File: src/rtl/rojo_wb_pkg.sv
// rojo_wb_pkg: shared types and constants for the rojobot Wishbone bus initiator
package rojo_wb_pkg;

    localparam int WB_ADR_W = 32;
    localparam int WB_DAT_W = 32;
    localparam int WB_SEL_W = WB_DAT_W / 8;

    localparam logic [2:0] WB_CTI_CLASSIC = 3'b000;
    localparam logic [1:0] WB_BTE_LINEAR  = 2'b00;

    typedef enum logic [1:0] {
        IDLE,
        WAIT,
        RESP
    } rojo_wb_state_t;

    typedef struct packed {
        logic                we;
        logic [WB_ADR_W-1:0] adr;
        logic [WB_DAT_W-1:0] dat;
        logic [WB_SEL_W-1:0] sel;
    } rojo_wb_cmd_t;

endpackage

File: src/rtl/rojo_wb_cmd_fifo.sv
// rojo_wb_cmd_fifo: 2-entry command buffer between the command stream and the bus FSM
module rojo_wb_cmd_fifo
    import rojo_wb_pkg::*;
(
    input  logic         clk,
    input  logic         rst,
    input  logic         push_i,
    input  rojo_wb_cmd_t din_i,
    input  logic         pop_i,
    output rojo_wb_cmd_t dout_o,
    output logic         full_o,
    output logic         empty_o
);

    rojo_wb_cmd_t mem_q [2];
    logic [1:0]   cnt_q;
    logic         wp_q;
    logic         rp_q;
    logic         do_push;
    logic         do_pop;

    // occupancy flags; a push into a full buffer is accepted only alongside a pop
    always_comb begin
        empty_o = cnt_q == 2'd0;
        full_o  = cnt_q == 2'd2;
        do_pop  = pop_i && !empty_o;
        do_push = push_i && (!full_o || do_pop);
        dout_o  = mem_q[rp_q];
    end

    // storage needs no reset: pointers and occupancy alone decide what is valid
    always_ff @(posedge clk) begin
        if (do_push && !rst) mem_q[wp_q] <= din_i;
    end

    // pointers and occupancy; reset flushes the buffer
    always_ff @(posedge clk) begin
        if (rst) begin
            cnt_q <= 2'd0;
            wp_q  <= 1'b0;
            rp_q  <= 1'b0;
        end else begin
            if (do_push) wp_q <= ~wp_q;
            if (do_pop) rp_q <= ~rp_q;
            cnt_q <= cnt_q + {1'b0, do_push} - {1'b0, do_pop};
        end
    end

endmodule

File: src/rtl/rojo_wb_master.sv
// rojo_wb_master: Wishbone classic initiator fed by a valid/ready command stream; WB_TIMEOUT_EN adds a WAIT timeout
module rojo_wb_master
    import rojo_wb_pkg::*;
#(
    parameter int   ADR_W          = WB_ADR_W,
    parameter int   DAT_W          = WB_DAT_W,
    parameter int   TIMEOUT_CYCLES = 256,
    localparam int  SEL_W          = DAT_W / 8
) (
    input  logic             clk,
    input  logic             rst,
    input  logic             cmd_valid,
    output logic             cmd_ready,
    input  logic             cmd_we,
    input  logic [ADR_W-1:0] cmd_adr,
    input  logic [DAT_W-1:0] cmd_dat,
    input  logic [SEL_W-1:0] cmd_sel,
    output logic             rsp_valid,
    input  logic             rsp_ready,
    output logic [DAT_W-1:0] rsp_dat,
    output logic             rsp_err,
    output logic             rsp_timeout,
    output logic [ADR_W-1:0] wb_adr_o,
    output logic [DAT_W-1:0] wb_dat_o,
    output logic [SEL_W-1:0] wb_sel_o,
    output logic             wb_we_o,
    output logic             wb_cyc_o,
    output logic             wb_stb_o,
    output logic [2:0]       wb_cti_o,
    output logic [1:0]       wb_bte_o,
    input  logic [DAT_W-1:0] wb_dat_i,
    input  logic             wb_ack_i,
    input  logic             wb_err_i
);

    if (TIMEOUT_CYCLES < 1) begin : g_bad_timeout
        $error("rojo_wb_master: TIMEOUT_CYCLES must be at least 1");
    end

    rojo_wb_state_t   state_q;
    rojo_wb_state_t   state_d;
    rojo_wb_cmd_t     cmd_in;
    rojo_wb_cmd_t     cmd_head;
    logic             fifo_full;
    logic             fifo_empty;
    logic             start;
    logic             ack_any;
    logic             tmo;
    logic             term;
    logic             we_q;
    logic [ADR_W-1:0] adr_q;
    logic [DAT_W-1:0] dat_q;
    logic [SEL_W-1:0] sel_q;
    logic [DAT_W-1:0] rsp_dat_q;
    logic             rsp_err_q;
    logic             rsp_tmo_q;

    // command intake and cycle start/termination conditions
    always_comb begin
        cmd_ready = !rst && !fifo_full;
        cmd_in    = '{we: cmd_we, adr: cmd_adr, dat: cmd_dat, sel: cmd_sel};
        start     = state_q == IDLE && !fifo_empty;
        ack_any   = wb_ack_i || wb_err_i;
        term      = state_q == WAIT && (ack_any || tmo);
    end

    rojo_wb_cmd_fifo u_fifo (
        .clk     (clk),
        .rst     (rst),
        .push_i  (cmd_valid && cmd_ready),
        .din_i   (cmd_in),
        .pop_i   (start),
        .dout_o  (cmd_head),
        .full_o  (fifo_full),
        .empty_o (fifo_empty)
    );

`ifdef WB_TIMEOUT_EN
    localparam int CLOG  = $clog2(TIMEOUT_CYCLES);
    localparam int CNT_W = CLOG < 8 ? 8 : (CLOG > 32 ? 32 : CLOG);

    logic [CNT_W-1:0] cnt_q;

    // counts cycles spent in WAIT; held at zero everywhere else
    always_ff @(posedge clk) begin
        if (rst || state_q != WAIT) cnt_q <= '0;
        else cnt_q <= cnt_q + 1'b1;
    end

    // a real ack/err on the final count wins over the timeout
    always_comb tmo = state_q == WAIT && !ack_any && cnt_q == CNT_W'(TIMEOUT_CYCLES - 1);
`else
    always_comb tmo = 1'b0;
`endif

    // state register
    always_ff @(posedge clk) begin
        state_q <= rst ? IDLE : state_d;
    end

    // next state: one bus cycle at a time, response must drain before the next pop
    always_comb begin
        state_d = start ? WAIT :
                  term ? RESP :
                  (state_q == RESP && rsp_ready) ? IDLE : state_q;
    end

    // outputs decoded from state and the bus/response registers
    always_comb begin
        wb_cyc_o    = state_q == WAIT;
        wb_stb_o    = state_q == WAIT;
        rsp_valid   = state_q == RESP;
        wb_we_o     = we_q;
        wb_adr_o    = adr_q;
        wb_dat_o    = dat_q;
        wb_sel_o    = sel_q;
        wb_cti_o    = WB_CTI_CLASSIC;
        wb_bte_o    = WB_BTE_LINEAR;
        rsp_dat     = rsp_dat_q;
        rsp_err     = rsp_err_q;
        rsp_timeout = rsp_tmo_q;
    end

    // bus fields load on pop and stay put through WAIT; response fields capture at termination
    always_ff @(posedge clk) begin
        if (rst) begin
            we_q      <= 1'b0;
            adr_q     <= '0;
            dat_q     <= '0;
            sel_q     <= '0;
            rsp_dat_q <= '0;
            rsp_err_q <= 1'b0;
            rsp_tmo_q <= 1'b0;
        end else begin
            if (start) begin
                we_q  <= cmd_head.we;
                adr_q <= cmd_head.adr;
                dat_q <= cmd_head.dat;
                sel_q <= cmd_head.sel;
            end
            if (term) begin
                rsp_dat_q <= (we_q || tmo) ? '0 : wb_dat_i;
                rsp_err_q <= wb_err_i || tmo;
                rsp_tmo_q <= tmo;
            end
        end
    end

endmodule

File: config.mk
export PLATFORM = sky130hd
export DESIGN_NAME = rojo_wb_master
export DESIGN_NICKNAME = d
export VERILOG_FILES = /design/src/rtl/rojo_wb_pkg.sv /design/src/rtl/rojo_wb_cmd_fifo.sv /design/src/rtl/rojo_wb_master.sv
export SDC_FILE = /design/constraint.sdc
export NUM_CORES = 1
export LEC_CHECK = 0
export ABC_CLOCK_PERIOD_IN_PS = 8100
export BUFFER_PORTS_ARGS = -buffer_cell sky130_fd_sc_hd__buf_4
export CAP_MARGIN = 20
export CORE_MARGIN = 8
export CORE_UTILIZATION = 50
export CTS_BUF_LIST = sky130_fd_sc_hd__clkbuf_4
export DETAILED_ROUTE_END_ITERATION = 6
export PLACE_DENSITY = 0.78
export SLEW_MARGIN = 20
export SYNTH_ARGS = -nofsm -noshare
export SYNTH_HDL_FRONTEND = slang
export SYNTH_SLANG_ARGS = --single-unit
File: constraint.sdc
create_clock -name clk -period 8.1 [get_ports clk]
set_clock_uncertainty 0.15 [all_clocks]
set_input_delay 0 -clock clk [delete_from_list [all_inputs] [get_ports clk]]
set_output_delay 0 -clock clk [all_outputs]
set_load 0.03 [all_outputs]
==> results of run 1 <==
## per-stage QoR
stage	setup slack, ns	power, mW	std cells
floorplan	3.12	3.18	660
global placement	5.23	3.69	1048
detailed placement	5.23	3.71	1048
CTS	5.25	4.84	1379
global route	4.99	5.11	1382
finish	5.11	4.86	1382
## critical path, cell delays in order (launching register included)
cell and delay, ns:
dfxtp_1 0.42, nand2b_2 0.58, clkinv_2 0.63, nand4b_1 0.34
a21oi_1 0.12, dlygate4sd3_1 0.63
## registers in the layout, indices dropped and copies added (netlist names), 2 cells and up
| register | cells |
|---|---|
| rsp_dat | 32 |
| state_q | 2 |
| u_fifo.cnt_q | 2 |
| u_fifo.mem_q | 138 |
| wb_adr_o | 32 |
| wb_dat_o | 32 |
| wb_sel_o | 4 |
## routing by layer
metal / track usage / part of all wire
met1: 0.260 / 0.39
met2: 0.389 / 0.51
met3: 0.0611 / 0.065
met4: 0.105 / 0.033
met5: 0 / 0
## power groups by stage
stage / registers (mW) / clock network [mW] / logic (mW)
floorplan: 2.12 / 0 / 1.06
global placement: 1.81 / 0 / 1.88
detailed placement: 1.80 / 0 / 1.91
CTS: 1.78 / 1.04 / 2.02
global route: 1.82 / 1.13 / 2.16
finish: 1.79 / 1.03 / 2.04
## kinds of logic after synthesis
logic type               share of synthesized area
other                                     0.000395
AO/OA/AOI/OAI                                0.169
multiplexers                                0.0762
adder cells (fa/ha/maj)                    0.00132
flip-flops                                   0.665
buffers and inverters                       0.0425
AND/OR/NAND/NOR                             0.0458
## worst paths after layout
kind / slack (ns) / endpoint / cells after the start
hold / removal: 0.17 / state_q[1] / 5
hold reg to reg: 0.37 / wb_adr_o[30] / 2
setup / recovery: 5.11 / rsp_dat[31] / 5
setup reg to reg: 5.11 / rsp_dat[31] / 5
## layout by cell type (no fill, tap or decap), drive strengths merged, types with 5 or more instances in the layout
| cell | count |
|---|---|
| a211oi | 69 |
| a21oi | 104 |
| buf | 219 |
| clkbuf | 97 |
| clkinv | 15 |
| conb | 6 |
| dfxtp | 108 |
| dlygate4sd3 | 218 |
| edfxtp | 138 |
| inv | 5 |
| mux2i | 70 |
| nand4b | 32 |
| nor2 | 6 |
| nor2b | 5 |
| o21ai | 35 |
## final cells by class
cell class / count / area (sq um) / share of cell area
Clock inverter: 16 / 61.3 / 0.00436
Multi-Input combinational cell: 345 / 2820 / 0.200
Clock buffer: 97 / 728 / 0.0518
Sequential cell: 246 / 6310 / 0.449
Inverter: 4 / 18.8 / 0.00133
Tap cell: 234 / 293 / 0.0208
Antenna cell: 3 / 7.51 / 0.000534
Timing Repair Buffer: 437 / 3830 / 0.272
==> run metrics, run 1 <==
status=completed; EDFF count, synth=~140; prevailing post-synth register cell=edfxtp_1; Critical Path AT=3.38 ns; Nets=between 1000 and 1500; Tmin final=2.99 ns; CP required=8.49 ns; period utilisation layout=0.369; Die Ht=around 150 um; Die Wd=154 um; top post-synthesis cells by count=edfxtp_1, dfxtp_1, a21oi_1, mux2i_1, a211oi_2; Ys Warns=0; CTS clk-pin slew, worst paths=0.07 ns; Setup crit start=state_q[1]; max-slew violation count=0; number of global-route vias before repair=8056; CP Capture Type=flip-flop; Layout Utilization=0.754; FP Rows=50; GP Congestion=~0.72; Peak Freq=334 MHz; # setup viols final=0; largest net degree at the start of global routing=80; fill cell count=1113; grt ovf=0; # H-tree levels=2; origin of the worst min-delay path=rsp_ready; DRT Pass-1 Iters=4; actual slew at the worst max-slew pin=1.16 ns; Total Wirelength=27600 um; initial drt markers=375; postcts setup bufs=0; number of gates resized after cts=0; PD cells=346 nW/um^2; Final Hold Vio Count=0; Starting Density=0.509; P_sw=1.93 mW; crit path kind=flip-flop to flip-flop; Static Leak=5.41 nW; post-synth top area cell=edfxtp_1; Die ar.=23600 sq um; Finished Cell Area=between 10000 and 15000 sq um; layout cells sized above 1=0.357; syn avg cell area=14.5 sq um; CTS root buf=clkbuf_4; Post-DRT Antenna Nets=0; CTS tree=done; clock sinks=246; Synth cell types=40; Startpoint Class=flip-flop; Vias=7423; initial antenna violation count=3; max_cap viols=0; vias per inst=5.37; gr usage total=0.226; Hold WC Path Type=input port to flip-flop; Post-Syn Instances=655; WL per Instance=20.0 um; RSZ-0062 raised after global routing=no; Area Overhead vs Synth=48.2%; Pint=2.94 mW; hold_ws=around 0.17 ns; Switching Fraction=0.396; asr flop ratio synth=0; R2R Path Start=state_q[1]; register area share after synthesis=0.665; # IOs=219; critical path peak fanout=36; Max-slew headroom=0.224; cell with the most instances after synthesis=edfxtp_1; CTS Buf Count=60; Mapped Area=9490 sq um; peak supply drop=0.211 mV; Post-DP Area=11100 sq um; combinational share of power=0.420; setup TNS=0 ns; share of total power in the clock network=0.212; residual DRC count=0; sequential share of power=0.368; synth top area cells=edfxtp_1, dfxtp_1, a211oi_2; clk_lat worst skew=roughly 0.65 ns; clk buf depth=3; number of I/O port buffers=212; core area=between 15000 and 20000 sq um; Yosys reg bits=246; first-pass GRT wire length=roughly 43000 um; HPWL after DPL=approximately 13000 um; Synth top area share=0.437; hold buffer count at CTS=218
Note: power is estimated with default switching activity, not from simulation.
==> inputs of run 2 (changes only) <==
--- a/config.mk
+++ b/config.mk
@@ -5,14 +5,14 @@
 export SDC_FILE = /design/constraint.sdc
 export NUM_CORES = 1
 export LEC_CHECK = 0
-export ABC_CLOCK_PERIOD_IN_PS = 8100
+export ABC_CLOCK_PERIOD_IN_PS = 3050
 export BUFFER_PORTS_ARGS = -buffer_cell sky130_fd_sc_hd__buf_4
 export CAP_MARGIN = 20
 export CORE_MARGIN = 8
-export CORE_UTILIZATION = 50
+export CORE_UTILIZATION = 56
 export CTS_BUF_LIST = sky130_fd_sc_hd__clkbuf_4
 export DETAILED_ROUTE_END_ITERATION = 6
-export PLACE_DENSITY = 0.78
+export PLACE_DENSITY = 0.82
 export SLEW_MARGIN = 20
 export SYNTH_ARGS = -nofsm -noshare
 export SYNTH_HDL_FRONTEND = slang
==> constraint.sdc (replaced) <==
create_clock -name clk -period 3.05 [get_ports clk]
set_clock_uncertainty 0.15 [all_clocks]
set_input_delay 0 -clock clk [delete_from_list [all_inputs] [get_ports clk]]
set_output_delay 0 -clock clk [all_outputs]
set_load 0.03 [all_outputs]
==> run 2 against run 1 <==
Setup slack worse by 4.6 ns. Maximum frequency up 16%. Register-to-register slack worse by 4.6 ns. Sequential share of layout area about the same. Die area down 9.6%. Sequential power rose to 2.7 times the previous value. First-iteration DRC count up 30%. Combinational power rose to 2.7 times the previous value. Total power rose to 2.7 times the previous value. Critical path type unchanged. Largest cell class unchanged.
==> run metrics, run 2 (synthesized netlist as in run 1, its figures left out) <==
Design Power=13.2 mW; clock sinks=246; period utilisation layout=0.845; Setup crit start=state_q[0]; max_cap viols=0; HPWL after DPL=about 14000 um; core area=16600 sq um; layout cells sized above 1=0.367; clk buf depth=3; critical path peak fanout=36; peak supply drop=0.635 mV; max FFs per register=138; FP Rows=47; Buf/Inv on CP=2; CP max stage delay=0.58 ns; gr usage total=0.263; setup ws final=0.472 ns; first-pass GRT wire length=45100 um; Biggest register=u_fifo.mem_q; CP Capture Type=flip-flop; Total Wirelength=29000 um; Die Wd=146 um; Peak Freq=388 MHz; largest net degree at the start of global routing=71; Max-slew headroom=0.366; initial drt markers=just under 500; most frequent cells in the layout=buf_4, dlygate4sd3_1, edfxtp_1; Nets=between 1000 and 1500; initial antenna violation count=4; Startpoint Class=flip-flop; RSZ-0062 raised after global routing=no; Finished Cell Area=roughly 14000 sq um; reg2reg path depth=5; number of I/O port buffers=212; Post-DRT Antenna Nets=0; Setup WS pre-CTS=between 0.8 and 0.9 ns; fill cell count=745; Static Leak=~5.4 nW; actual slew at the worst max-slew pin=0.951 ns; Post-DP Area=11100 sq um; Crit path depth=5; hold depth=5; WL per Instance=21.3 um; Die Ht=146 um; Critical Path Slowest Stage Cell=dlygate4sd3_1; crit path kind=flip-flop to flip-flop; number of global-route vias before repair=between 8000 and 9000; CP Cell Sequence=nand2b_2 -> inv_4 -> nand4b_1 -> a21oi_1 -> dlygate4sd3_1; CP required=3.49 ns; origin of the worst min-delay path=rsp_ready; PD cells=935 nW/um^2; R2R Path Start=state_q[0]; CTS clk-pin slew, worst paths=0.07 ns; CTS Buf Count=60; Tmin final=2.58 ns; GP Congestion=just over 0.9; CP top delay family=buffers and inverters; Critical Path AT=3.02 ns; # H-tree levels=2; commonest non-fill, non-tap cell in the layout=buf_4; Final Hold Vio Count=0; Die ar.=21400 sq um; # setup viols final=0; Area Overhead vs Synth=48.4%; clk_lat worst skew=0.67 ns; # IOs=219; residual DRC count=0; max-slew violation count=0; CTS tree=done; DRT Pass-1 Iters=5; Vias=approximately 7600; status=completed; Starting Density=0.572; CTS root buf=clkbuf_4; grt ovf=0; Hold WC Path Type=input port to flip-flop; vias per inst=5.55
run 2: final timing paths:
kind                                      to  slack (ns)
worst min-delay path              state_q[1]        0.18
worst min register to register  wb_adr_o[22]        0.39
worst max-delay path             rsp_dat[16]        0.47
worst max register to register   rsp_dat[16]        0.47
run 2: per-layer routing:
layer  GRT usage  up-vias  wire length [um]
met1       0.283     3703             10600
li1            -     3404                 -
met3      0.0729       82              2160
met4       0.121        2               988
met5           0        -                11
met2       0.472      373             15300
run 2: worst min-delay path, delay by kind of cell:
| kind | cells | cell delay (ns) |
|---|---|---|
| AO/OA/AOI/OAI | 1 | 0.07 |
| buffers and inverters | 2 | 0.70 |
| AND/OR/NAND/NOR | 2 | 0.16 |
run 2: where the power goes:
part | total, mW | switching, mW | internal [mW]
logic | 5.47 | 3.33 | 2.14
clock network | 2.86 | 1.29 | 1.57
registers | 4.83 | 0.595 | 4.23
total | 13.2 | 5.22 | 7.94
run 2: area by class of cell:
| cell class | instances | area [sq um] | area share |
|---|---|---|---|
| antenna | 3 | 7.51 | 0.000533 |
| clock buffer | 101 | 758 | 0.0539 |
| clock inverter | 10 | 65.1 | 0.00462 |
| inverter | 4 | 20.0 | 0.00142 |
| multi-input combinational | 345 | 2830 | 0.201 |
| sequential | 246 | 6310 | 0.448 |
| tap | 220 | 275 | 0.0196 |
| timing repair buffer | 435 | 3810 | 0.271 |
run 2: per-stage QoR:
stage               instances  setup TNS [ns]  hold slack (ns)  utilization
global route             1364               0            0.169        0.849
CTS                      1361               0            0.140        0.848
floorplan                 660          -17.46          -0.0511            -
finish                   1364               0            0.183        0.849
global placement         1038               0           0.0347        0.671
detailed placement       1038               0           0.0380        0.671
run 2: repair_timing:
item,in CTS,in global routing
setup buffers,0,0
gates resized for setup,0,1
hold buffers,212,0
endpoints found under the setup margin,0,7
hold endpoints to repair,256,0
==> inputs of run 3 (changes only) <==
--- a/config.mk
+++ b/config.mk
@@ -5,14 +5,14 @@
 export SDC_FILE = /design/constraint.sdc
 export NUM_CORES = 1
 export LEC_CHECK = 0
-export ABC_CLOCK_PERIOD_IN_PS = 3050
+export ABC_CLOCK_PERIOD_IN_PS = 2200
 export BUFFER_PORTS_ARGS = -buffer_cell sky130_fd_sc_hd__buf_4
 export CAP_MARGIN = 20
 export CORE_MARGIN = 8
-export CORE_UTILIZATION = 56
+export CORE_UTILIZATION = 50
 export CTS_BUF_LIST = sky130_fd_sc_hd__clkbuf_4
 export DETAILED_ROUTE_END_ITERATION = 6
-export PLACE_DENSITY = 0.82
+export PLACE_DENSITY = 0.78
 export SLEW_MARGIN = 20
 export SYNTH_ARGS = -nofsm -noshare
 export SYNTH_HDL_FRONTEND = slang
==> constraint.sdc (replaced) <==
create_clock -name clk -period 2.2 [get_ports clk]
set_clock_uncertainty 0.15 [all_clocks]
set_input_delay 0 -clock clk [delete_from_list [all_inputs] [get_ports clk]]
set_output_delay 0 -clock clk [all_outputs]
set_load 0.03 [all_outputs]
==> run 3 against run 2 <==
Non-clock buffer count decreased by 8. Critical path depth decreased by 1. Flip-flop and latch count did not move. Critical path type unchanged. Largest power group unchanged. Total power rose by 38%.
==> run metrics, run 3 (synthesized netlist as in run 1, its figures left out) <==
status=completed; clk_lat worst skew=0.67 ns; Die Ht=approximately 150 um; residual DRC count=0; setup ws final=0.126 ns; initial drt markers=432; first-pass GRT wire length=around 43000 um; critical path peak fanout=21; Critical Path AT=2.48 ns; # IOs=219; Starting Density=0.509; RSZ-0062 raised after global routing=no; CTS Buf Count=60; non-filler instance count after layout=between 1000 and 1500; CP max stage delay=0.71 ns; number of global-route vias before repair=7995; commonest non-fill, non-tap cell in the layout=buf_4; # H-tree levels=2; combinational share of power=0.426; max_cap viols=0; Area Overhead vs Synth=48.1%; Tmin final=2.07 ns; Peak Freq=482 MHz; peak supply drop=0.916 mV; Die ar.=23600 sq um; # setup viols final=0; metal2 WL=13800 um; Startpoint Class=flip-flop; metal3 WL=1940 um; met1 WL=10700 um; Total Wirelength=27200 um; actual slew at the worst max-slew pin=~0.9 ns; max-slew violation count=0; max FFs per register=between 100 and 150; Post-DP Area=11200 sq um; layout cells sized above 1=0.363; Biggest register=u_fifo.mem_q; post-placement cell count=1056; clock sinks=around 250; CTS root buf=clkbuf_4; WL per Instance=19.8 um; origin of the worst min-delay path=wb_dat_i[16]; most frequent cells in the layout=buf_4, dlygate4sd3_1, edfxtp_1; R2R Path Start=wb_we_o; largest net degree at the start of global routing=97; CP top delay family=buffers and inverters; FP Rows=50; initial antenna violation count=2; Layout Utilization=0.754; Die Wd=154 um; GP Congestion=0.745; fill cell count=1108; Setup WS pre-CTS=~0.22 ns; Buf/Inv on CP=2; Vias=7386; Nets=1192; Switching Fraction=0.398; Critical Path Slowest Stage Cell=dfxtp_1; Max Used Layer=met4; hold_ws=between 0.07 and 0.08 ns; grt ovf=0; Hold WC Path Type=input port to flip-flop; crit path kind=flip-flop to flip-flop; CP required=2.61 ns; Pint=~11 mW; Finished Cell Area=14100 sq um; share of total power in the clock network=0.213; gr usage total=0.227; PD cells=between 1000 and 1500 nW/um^2; Design Power=roughly 18 mW; clk buf depth=3; DRT Pass-1 Iters=5; Max-slew headroom=0.394; number of I/O port buffers=212; sequential share of power=0.361; CTS tree=done; Post-DRT Antenna Nets=0; CP Capture Type=flip-flop; period utilisation layout=0.943; P_sw=slightly above 7 mW; postcts setup bufs=0; core area=18600 sq um; Static Leak=5.35 nW; setup TNS=0 ns; CTS clk-pin slew, worst paths=0.08 ns; Final Hold Vio Count=0; vias per inst=about 5.4; Setup crit start=wb_we_o; HPWL after DPL=13400 um; CP Cell Sequence=buf_4 -> nand4b_1 -> a21oi_1 -> dlygate4sd3_1
[run 3: cell type report]
cell class                      instances  area [sq um]  share of cell area
Inverter                                4          20.0             0.00142
Tap cell                              234           293              0.0208
Timing Repair Buffer                  427          3780               0.269
Sequential cell                       246          6310               0.449
Multi-Input combinational cell        345          2840               0.202
Clock inverter                         29           166              0.0118
Antenna cell                            2          5.00            0.000356
Clock buffer                           85           638              0.0454
[run 3: metal layers]
layer  vias to the layer above  track usage
li1                       3394            -
met1                      3611        0.266
met2                       321        0.389
met3                        60       0.0636
met4                         0       0.0868
met5                         -            0
[run 3: worst register-to-register path: cells and delay by family, from the launching register on]
| family | cells | cell delay [ns] |
|---|---|---|
| buffers and inverters | 2 | 0.92 |
| AOI/OAI and AO/OA | 1 | 0.09 |
| and+or+nand+nor | 1 | 0.15 |
| DFF | 1 | 0.71 |
[run 3: worst paths after layout]
| check | cells past startpoint | to | slack (ns) |
|---|---|---|---|
| setup / recovery | 4 | rsp_dat[6] | 0.13 |
| hold reg to reg | 2 | rsp_dat[11] | 0.33 |
| setup reg to reg | 4 | rsp_dat[6] | 0.13 |
| hold / removal | 4 | rsp_dat[16] | 0.08 |
[run 3: power groups by stage]
stage	combinational [mW]	sequential, mW	clock, mW
CTS	7.68	6.51	3.92
global route	8.20	6.64	4.21
global placement	7.22	6.58	0
detailed placement	7.34	6.59	0
floorplan	3.93	7.82	0
finish	7.73	6.54	3.87
[run 3: timing repair]
action                                 in CTS  in global routing
gates resized for setup                     0                  1
hold buffers                              200                  0
setup endpoints to repair                   0                 17
endpoints found under the hold margin     383                  0
